==> config.mk <==
export PLATFORM = sky130hd
export DESIGN_NAME = ifm_buf_ctrl_flat
export DESIGN_NICKNAME = d
export VERILOG_FILES = /design/src/rtl/ifm_buf_ctrl_if.sv /design/src/rtl/ifm_buf_ctrl.sv /design/src/flat_wrapper.sv
export SDC_FILE = /design/constraint.sdc
export NUM_CORES = 1
export LEC_CHECK = 0
export ABC_AREA = 1
export CAP_MARGIN = 20
export CORE_MARGIN = 3
export CORE_UTILIZATION = 35
export DETAILED_ROUTE_END_ITERATION = 10
export GPL_ROUTABILITY_DRIVEN = 1
export PLACE_DENSITY = 0.52
export SYNTH_ARGS = -nofsm -noshare
export SYNTH_HDL_FRONTEND = slang
export SYNTH_SLANG_ARGS = --single-unit
==> constraint.sdc <==
create_clock -name clk -period 4 [get_ports clk]
set_clock_uncertainty 0.05 [all_clocks]
set_input_delay 0.6 -clock clk [delete_from_list [all_inputs] [get_ports clk]]
set_output_delay 0.6 -clock clk [all_outputs]
set_load 0.005 [all_outputs]
==> src/rtl/ifm_buf_ctrl_if.sv <==
// ifm_buf_ctrl_if: IFM SRAM read bus, line-buffer strobes/mode and PE-array window handshake.
// The controller drives through the master modport; the line buffer / SRAM / PE side uses the slave modport.
interface ifm_buf_ctrl_if #(
    parameter int unsigned ADDR_WIDTH = 12,
    parameter int unsigned DIM_WIDTH  = 8
);
    logic [2:0]            mem_rd_en;
    logic [ADDR_WIDTH-1:0] mem_rd_addr;
    logic [2:0]            ifm_read;
    logic [1:0]            mode;
    logic                  win_valid;
    logic                  win_ready;
    logic [DIM_WIDTH-1:0]  win_row;

    modport master (
        output mem_rd_en, mem_rd_addr, ifm_read, mode, win_valid, win_row,
        input  win_ready
    );

    modport slave (
        input  mem_rd_en, mem_rd_addr, ifm_read, mode, win_valid, win_row,
        output win_ready
    );
endinterface

==> src/rtl/ifm_buf_ctrl.sv <==
// ifm_buf_ctrl: sequences 3-bank IFM SRAM reads into the 3-row line buffer and offers 3x3 windows.
// Optional macro IFM_BUF_CTRL_PERF_EN adds the perf_stall_cnt window-stall counter.
module ifm_buf_ctrl #(
    parameter int unsigned ADDR_WIDTH = 12,
    parameter int unsigned DIM_WIDTH  = 8,
    parameter int unsigned SRAM_LAT   = 1
) (
    input  logic                  clk,
    input  logic                  rst_n,
    input  logic                  start,
    input  logic [1:0]            cfg_mode,
    input  logic [DIM_WIDTH-1:0]  cfg_rows,
    input  logic [DIM_WIDTH-1:0]  cfg_tiles,
    input  logic [ADDR_WIDTH-1:0] cfg_base,
    input  logic [ADDR_WIDTH-1:0] cfg_row_stride,
    output logic                  busy,
    output logic                  done,
    output logic                  cfg_err,
    ifm_buf_ctrl_if.master        bus
`ifdef IFM_BUF_CTRL_PERF_EN
    ,
    output logic [31:0]           perf_stall_cnt
`endif
);

    localparam int unsigned WAIT_W = 3;

    typedef enum logic [2:0] {
        S_IDLE,
        S_FILL,
        S_WAIT,
        S_WIN,
        S_SLIDE,
        S_DONE
    } state_t;

    state_t                       state_q, state_d;
    logic [2:0]                   rd_en_q, rd_en_d;
    logic [ADDR_WIDTH-1:0]        addr_q, addr_d;
    logic [DIM_WIDTH-1:0]         tile_q, tile_d;
    logic [DIM_WIDTH-1:0]         nrow_q, nrow_d;
    logic [1:0]                   nmod_q, nmod_d;
    logic [ADDR_WIDTH-1:0]        roff_q, roff_d;
    logic [WAIT_W-1:0]            wcnt_q, wcnt_d;
    logic                         cfg_err_d;
    logic                         latch_cfg;
    logic [DIM_WIDTH-1:0]         rows_q, tiles_q;
    logic [ADDR_WIDTH-1:0]        base_q, stride_q;
    logic [1:0]                   mode_q;
    logic                         busy_q, done_q, cfg_err_q;
    logic                         win_valid_q;
    logic [DIM_WIDTH-1:0]         win_row_q;
    logic [SRAM_LAT-1:0][2:0]     rd_pipe;

    // Next-state, read issue and incremental row/bank/offset counters (r/3 and r mod 3 without a divider)
    always_comb begin
        state_d   = state_q;
        rd_en_d   = 3'b000;
        addr_d    = addr_q;
        tile_d    = tile_q;
        nrow_d    = nrow_q;
        nmod_d    = nmod_q;
        roff_d    = roff_q;
        wcnt_d    = wcnt_q;
        cfg_err_d = 1'b0;
        latch_cfg = 1'b0;
        unique case (state_q)
            S_IDLE: begin
                if (start) begin
                    if (cfg_rows < DIM_WIDTH'(3) || cfg_tiles == '0) begin
                        state_d   = S_DONE;
                        cfg_err_d = 1'b1;
                    end else begin
                        state_d   = S_FILL;
                        latch_cfg = 1'b1;
                        tile_d    = '0;
                        rd_en_d   = 3'b111;
                        addr_d    = cfg_base;
                        nrow_d    = DIM_WIDTH'(3);
                        nmod_d    = 2'd0;
                        roff_d    = cfg_row_stride;
                    end
                end
            end
            S_FILL, S_SLIDE: begin
                state_d = S_WAIT;
                wcnt_d  = WAIT_W'(SRAM_LAT - 1);
            end
            S_WAIT: begin
                if (wcnt_q == '0) state_d = S_WIN;
                else              wcnt_d  = wcnt_q - WAIT_W'(1);
            end
            S_WIN: begin
                if (bus.win_ready) begin
                    if (nrow_q < rows_q) begin
                        state_d = S_SLIDE;
                        rd_en_d = 3'b001 << nmod_q;
                        addr_d  = base_q + roff_q + ADDR_WIDTH'(tile_q);
                        nrow_d  = nrow_q + DIM_WIDTH'(1);
                        if (nmod_q == 2'd2) begin
                            nmod_d = 2'd0;
                            roff_d = roff_q + stride_q;
                        end else begin
                            nmod_d = nmod_q + 2'd1;
                        end
                    end else if (tile_q < tiles_q - DIM_WIDTH'(1)) begin
                        state_d = S_FILL;
                        tile_d  = tile_q + DIM_WIDTH'(1);
                        rd_en_d = 3'b111;
                        addr_d  = base_q + ADDR_WIDTH'(tile_q + DIM_WIDTH'(1));
                        nrow_d  = DIM_WIDTH'(3);
                        nmod_d  = 2'd0;
                        roff_d  = stride_q;
                    end else begin
                        state_d = S_DONE;
                    end
                end
            end
            S_DONE:  state_d = S_IDLE;
            default: state_d = S_IDLE;
        endcase
    end

    // State, counters and registered outputs (outputs follow the state being entered)
    always_ff @(posedge clk or negedge rst_n) begin
        if (!rst_n) begin
            state_q     <= S_IDLE;
            rd_en_q     <= '0;
            addr_q      <= '0;
            tile_q      <= '0;
            nrow_q      <= '0;
            nmod_q      <= '0;
            roff_q      <= '0;
            wcnt_q      <= '0;
            rows_q      <= '0;
            tiles_q     <= '0;
            base_q      <= '0;
            stride_q    <= '0;
            mode_q      <= '0;
            busy_q      <= 1'b0;
            done_q      <= 1'b0;
            cfg_err_q   <= 1'b0;
            win_valid_q <= 1'b0;
            win_row_q   <= '0;
        end else begin
            state_q     <= state_d;
            rd_en_q     <= rd_en_d;
            addr_q      <= addr_d;
            tile_q      <= tile_d;
            nrow_q      <= nrow_d;
            nmod_q      <= nmod_d;
            roff_q      <= roff_d;
            wcnt_q      <= wcnt_d;
            busy_q      <= (state_d inside {S_FILL, S_WAIT, S_WIN, S_SLIDE});
            done_q      <= (state_d == S_DONE);
            cfg_err_q   <= cfg_err_d;
            win_valid_q <= (state_d == S_WIN);
            if (state_d == S_WIN) win_row_q <= nrow_q - DIM_WIDTH'(3);
            if (latch_cfg) begin
                rows_q   <= cfg_rows;
                tiles_q  <= cfg_tiles;
                base_q   <= cfg_base;
                stride_q <= cfg_row_stride;
                mode_q   <= cfg_mode;
            end
        end
    end

    // Row-load strobes: read enables delayed by the SRAM latency
    always_ff @(posedge clk or negedge rst_n) begin
        if (!rst_n) begin
            rd_pipe <= '0;
        end else begin
            rd_pipe[0] <= rd_en_q;
            for (int i = 1; i < int'(SRAM_LAT); i++) rd_pipe[i] <= rd_pipe[i-1];
        end
    end

`ifdef IFM_BUF_CTRL_PERF_EN
    logic [31:0] stall_q;

    // Saturating count of cycles a window waits on the PE array
    always_ff @(posedge clk or negedge rst_n) begin
        if (!rst_n)                                          stall_q <= '0;
        else if (state_q == S_IDLE && start)                 stall_q <= '0;
        else if (win_valid_q && !bus.win_ready && stall_q != '1) stall_q <= stall_q + 32'd1;
    end

    assign perf_stall_cnt = stall_q;
`endif

    assign busy            = busy_q;
    assign done            = done_q;
    assign cfg_err         = cfg_err_q;
    assign bus.mem_rd_en   = rd_en_q;
    assign bus.mem_rd_addr = addr_q;
    assign bus.ifm_read    = rd_pipe[SRAM_LAT-1];
    assign bus.mode        = mode_q;
    assign bus.win_valid   = win_valid_q;
    assign bus.win_row     = win_row_q;

endmodule

==> src/flat_wrapper.sv <==
// flat-port wrapper written by rule: the top's interface ports become plain ports
module ifm_buf_ctrl_flat 
#(
    parameter int unsigned ADDR_WIDTH = 12,
    parameter int unsigned DIM_WIDTH  = 8,
    parameter int unsigned SRAM_LAT   = 1
)
  (clk, rst_n, start, cfg_mode, cfg_rows, cfg_tiles, cfg_base, cfg_row_stride, busy, done, cfg_err, bus_mem_rd_en, bus_mem_rd_addr, bus_ifm_read, bus_mode, bus_win_valid, bus_win_row, bus_win_ready);
  ifm_buf_ctrl_if #(.ADDR_WIDTH(ADDR_WIDTH), .DIM_WIDTH(DIM_WIDTH)) bus_i ();
  input  logic clk;
  input  logic rst_n;
  input  logic start;
  input  logic [1:0] cfg_mode;
  input  logic [DIM_WIDTH-1:0] cfg_rows;
  input  logic [DIM_WIDTH-1:0] cfg_tiles;
  input  logic [ADDR_WIDTH-1:0] cfg_base;
  input  logic [ADDR_WIDTH-1:0] cfg_row_stride;
  output logic busy;
  output logic done;
  output logic cfg_err;
  output wire logic [$bits(bus_i.mem_rd_en)-1:0] bus_mem_rd_en;
  output wire logic [$bits(bus_i.mem_rd_addr)-1:0] bus_mem_rd_addr;
  output wire logic [$bits(bus_i.ifm_read)-1:0] bus_ifm_read;
  output wire logic [$bits(bus_i.mode)-1:0] bus_mode;
  output wire logic [$bits(bus_i.win_valid)-1:0] bus_win_valid;
  output wire logic [$bits(bus_i.win_row)-1:0] bus_win_row;
  input wire logic [$bits(bus_i.win_ready)-1:0] bus_win_ready;
  assign bus_mem_rd_en = bus_i.mem_rd_en;
  assign bus_mem_rd_addr = bus_i.mem_rd_addr;
  assign bus_ifm_read = bus_i.ifm_read;
  assign bus_mode = bus_i.mode;
  assign bus_win_valid = bus_i.win_valid;
  assign bus_win_row = bus_i.win_row;
  assign bus_i.win_ready = bus_win_ready;
  ifm_buf_ctrl #(.ADDR_WIDTH(ADDR_WIDTH), .DIM_WIDTH(DIM_WIDTH), .SRAM_LAT(SRAM_LAT)) u_core (.clk(clk), .rst_n(rst_n), .start(start), .cfg_mode(cfg_mode), .cfg_rows(cfg_rows), .cfg_tiles(cfg_tiles), .cfg_base(cfg_base), .cfg_row_stride(cfg_row_stride), .busy(busy), .done(done), .cfg_err(cfg_err), .bus(bus_i));
endmodule
==> flow_summary.json <==
{
  "met3_length_um": 656,
  "wl_met2_um": 9650,
  "core_um2": 20400,
  "cts.sinks": 108,
  "fin_area_um2": 8650,
  "synth_cell_types": 35,
  "final_cell_count_no_fill": 1352,
  "cts_inserted_buffers": 9,
  "drc_errors": 0,
  "syn_nets": 1116,
  "die_h_um": 151,
  "worst_ep_arrival_time_ns": 3.20,
  "fmax_mhz": 339,
  "clockPowerShare": 0.139,
  "critPathCaptureType": "flip-flop",
  "antenna_found_initial": 0,
  "grt.total_usage": 0.188,
  "async_flop_share": 1.00,
  "synth_top_area_cell": "dfrtp_1",
  "dp.cells": 1336,
  "rsz0062_at_grt": "no",
  "place_congestion": 0.873,
  "via_per_inst": 4.77,
  "dominantRegCellSynth": "dfrtp_1",
  "synthToLayoutAreaGrowth_pct": 17.9,
  "synth_commonest_cells": "388 x nand2_1, 112 x inv_1, 108 x dfrtp_1",
  "clockRootBuffer": "clkbuf_16",
  "h-tree-depth": 3,
  "cp-startpoint": "u_core.tiles_q[2]",
  "port_buffers": 77,
  "slew_viol_final": 0,
  "start_util": 0.359,
  "p_sw_uw": 3020,
  "critPathLaunchType": "flip-flop",
  "antennaDiodeCount": 0,
  "final_nets": 1186,
  "cts_resized": 0,
  "maxCapViolCount": 0,
  "synth_top_cells_by_area": "dfrtp_1 37%, nand2_1 20%, ha_1 8.9%",
  "synth_cells": 1007,
  "finalSetupViolations": 0,
  "grt_pass1_wl_um": 33300,
  "hold_violations": 0,
  "fin_crit_sh": 0.737,
  "hpwl_um": 15400,
  "ys_seq_area_frac": 0.368,
  "hold_path_class": "input port to async pin",
  "cts_tree": "done",
  "cts_hold_buffers": 0,
  "drive_gt1_frac": 0.0397,
  "grt_max_degree": 68,
  "final_antenna_net_count": 0,
  "ys_ff_latch": 108,
  "reg2reg_from": "u_core.tiles_q[2]",
  "insertion_delay_ns": 0.36,
  "highest_layer": "met4",
  "firstDrtPassIters": 4,
  "synth-edff-count": 0,
  "internal_power_uw": 3400,
  "clk_pin_slew_ns": 0.08,
  "overflow": 0,
  "status": "complete, no violations",
  "period_minus_slack_ns": 2.95,
  "die-area_um2": 22700,
  "power_frac_seq": 0.296,
  "slew_headroom": 0.391,
  "num_rows": 52,
  "postCtsSetupRepairBufs": 0,
  "tightestPinTransition_ns": 0.913,
  "power_density_nw_per_um2": 743,
  "routed_wl_um": 20200,
  "drt-initial-drc-count": 263,
  "peakVddDrop_v": 0.000260,
  "synth_top_area_frac": 0.368,
  "crit_required_ns": 4.25,
  "final_util": 0.423,
  "synth_area_um2": 7330,
  "syn_avg_cell_area_um2": 7.28,
  "crit_type": "flip-flop to flip-flop",
  "cp_max_fo": 20,
  "place_area_um2": 8350,
  "p_leak_uw": 0.00461,
  "die_x_um": 151,
  "swShare": 0.470,
  "met1_length_um": 9380,
  "drt-wirelength-per-cell_um": 14.9,
  "grt_pass1_vias": 6408,
  "tns_ns": 0,
  "num_io_pins": 78,
  "ys_warn_count": 0,
  "p_comb_frac": 0.565,
  "vias": 6446,
  "clockBufferDepth": 2,
  "synth.most_common_cell": "nand2_1"
}
[per-layer routing]
metal,track usage,vias to the layer above
met5,0,-
met4,0.0630,0
met3,0.0265,26
met2,0.319,104
met1,0.246,2989
li1,-,3327
[logic make-up after synthesis]
| group | count (synthesis) | synth area share |
|---|---|---|
| buffers and inverters | 141 | 0.0785 |
| AO/OA/AOI/OAI | 84 | 0.0628 |
| XOR/XNOR | 35 | 0.0418 |
| AND/OR/NAND/NOR | 576 | 0.330 |
| flip-flops | 108 | 0.368 |
| adder cells (fa/ha/maj) | 63 | 0.119 |
[power by group through the flow]
stage,sequential (uW),combinational (uW),clock (uW)
floorplan,1830,2650,0
global placement,1920,3650,0
detailed placement,1920,3670,0
CTS,1910,3690,929
global route,1970,4230,967
finish,1900,3630,893
[layout make-up]
class | count | area (um^2)
fillers | 2155 | 11800
multi-input cells | 758 | 4060
flip-flops and latches | 108 | 2700
repair buffers | 81 | 811
inverters | 119 | 447
well taps | 270 | 338
clock buffers | 9 | 225
clock inverters | 7 | 67.6
[sequential cells by signal (all words and copies together) (netlist names)]
signal                  cells
u_core.busy                 1
u_core.nrow_q               8
u_core.wcnt_q               3
u_core.tiles_q              8
u_core.bus.win_valid        1
u_core.rows_q               8
u_core.state_q              3
u_core.cfg_err              1
u_core.tile_q               8
u_core.base_q              12
u_core.nmod_q               2
u_core.bus.ifm_read         3
u_core.bus.mode             2
u_core.done                 1
u_core.bus.mem_rd_addr     12
u_core.stride_q            12
u_core.roff_q              12
u_core.bus.mem_rd_en        3
u_core.bus.win_row          8
[worst max-delay path, cell delays in order, from the launching register on]
cell and delay (ns):
dfrtp_1 0.42, nor2_1 0.11, nand2_1 0.08, nor2_1 0.09, nand2_1 0.08, nor3_1 0.18
xor2_1 0.18, ha_1 0.26, a21oi_1 0.13, o21a_1 0.17, nand2_1 0.08, nand3_1 0.07
nand2_1 0.05, buf_4 0.20, inv_1 0.47, o21ai_0 0.19, nand2_1 0.09
[worst paths after layout]
kind / endpoint / slack (ns) / cells past startpoint
worst max-delay path: u_core.bus.mem_rd_addr[0] / 1.05 / 16
worst min-delay path: u_core.tiles_q[7] / 0.30 / 1
worst max register to register: u_core.bus.mem_rd_addr[0] / 1.05 / 16
worst min register to register: u_core.bus.ifm_read[1] / 0.33 / 0
max in group asynchronous: u_core.stride_q[8] / 2.88 / 2
min in group clk: u_core.bus.ifm_read[1] / 0.33 / 0
[placed cells by master, fill, tap and decap left out, drive strengths merged]
cell type,netlist,routed
o21a,1,1
clkdlybuf4s50,0,76
a21oi,24,24
nand3b,2,2
nand2,395,395
a21o,2,2
fa,11,11
o211ai,1,1
dfrtp,108,108
xor2,28,28
nor2,68,68
or2,2,2
o21ai,48,48
clkbuf,9,9
o22ai,3,3
o21bai,5,5
ha,52,52
and2,1,1
xnor2,7,7
nor4,1,1
nand4,15,15
nand3,82,82
nor3,10,10
inv,119,122
buf,13,5
clkinv,0,4
[per-stage QoR]
| stage | hold slack [ns] | total power, uW | setup slack (ns) |
|---|---|---|---|
| after floorplan | 0.254 | 4480 | 1.60 |
| after global placement | 0.307 | 5570 | 1.01 |
| after detailed placement | 0.314 | 5600 | 0.993 |
| after CTS | 0.338 | 6530 | 0.995 |
| after global routing | 0.343 | 7170 | 0.589 |
| final | 0.303 | 6430 | 1.05 |
Power figures use the tool's default switching activity.
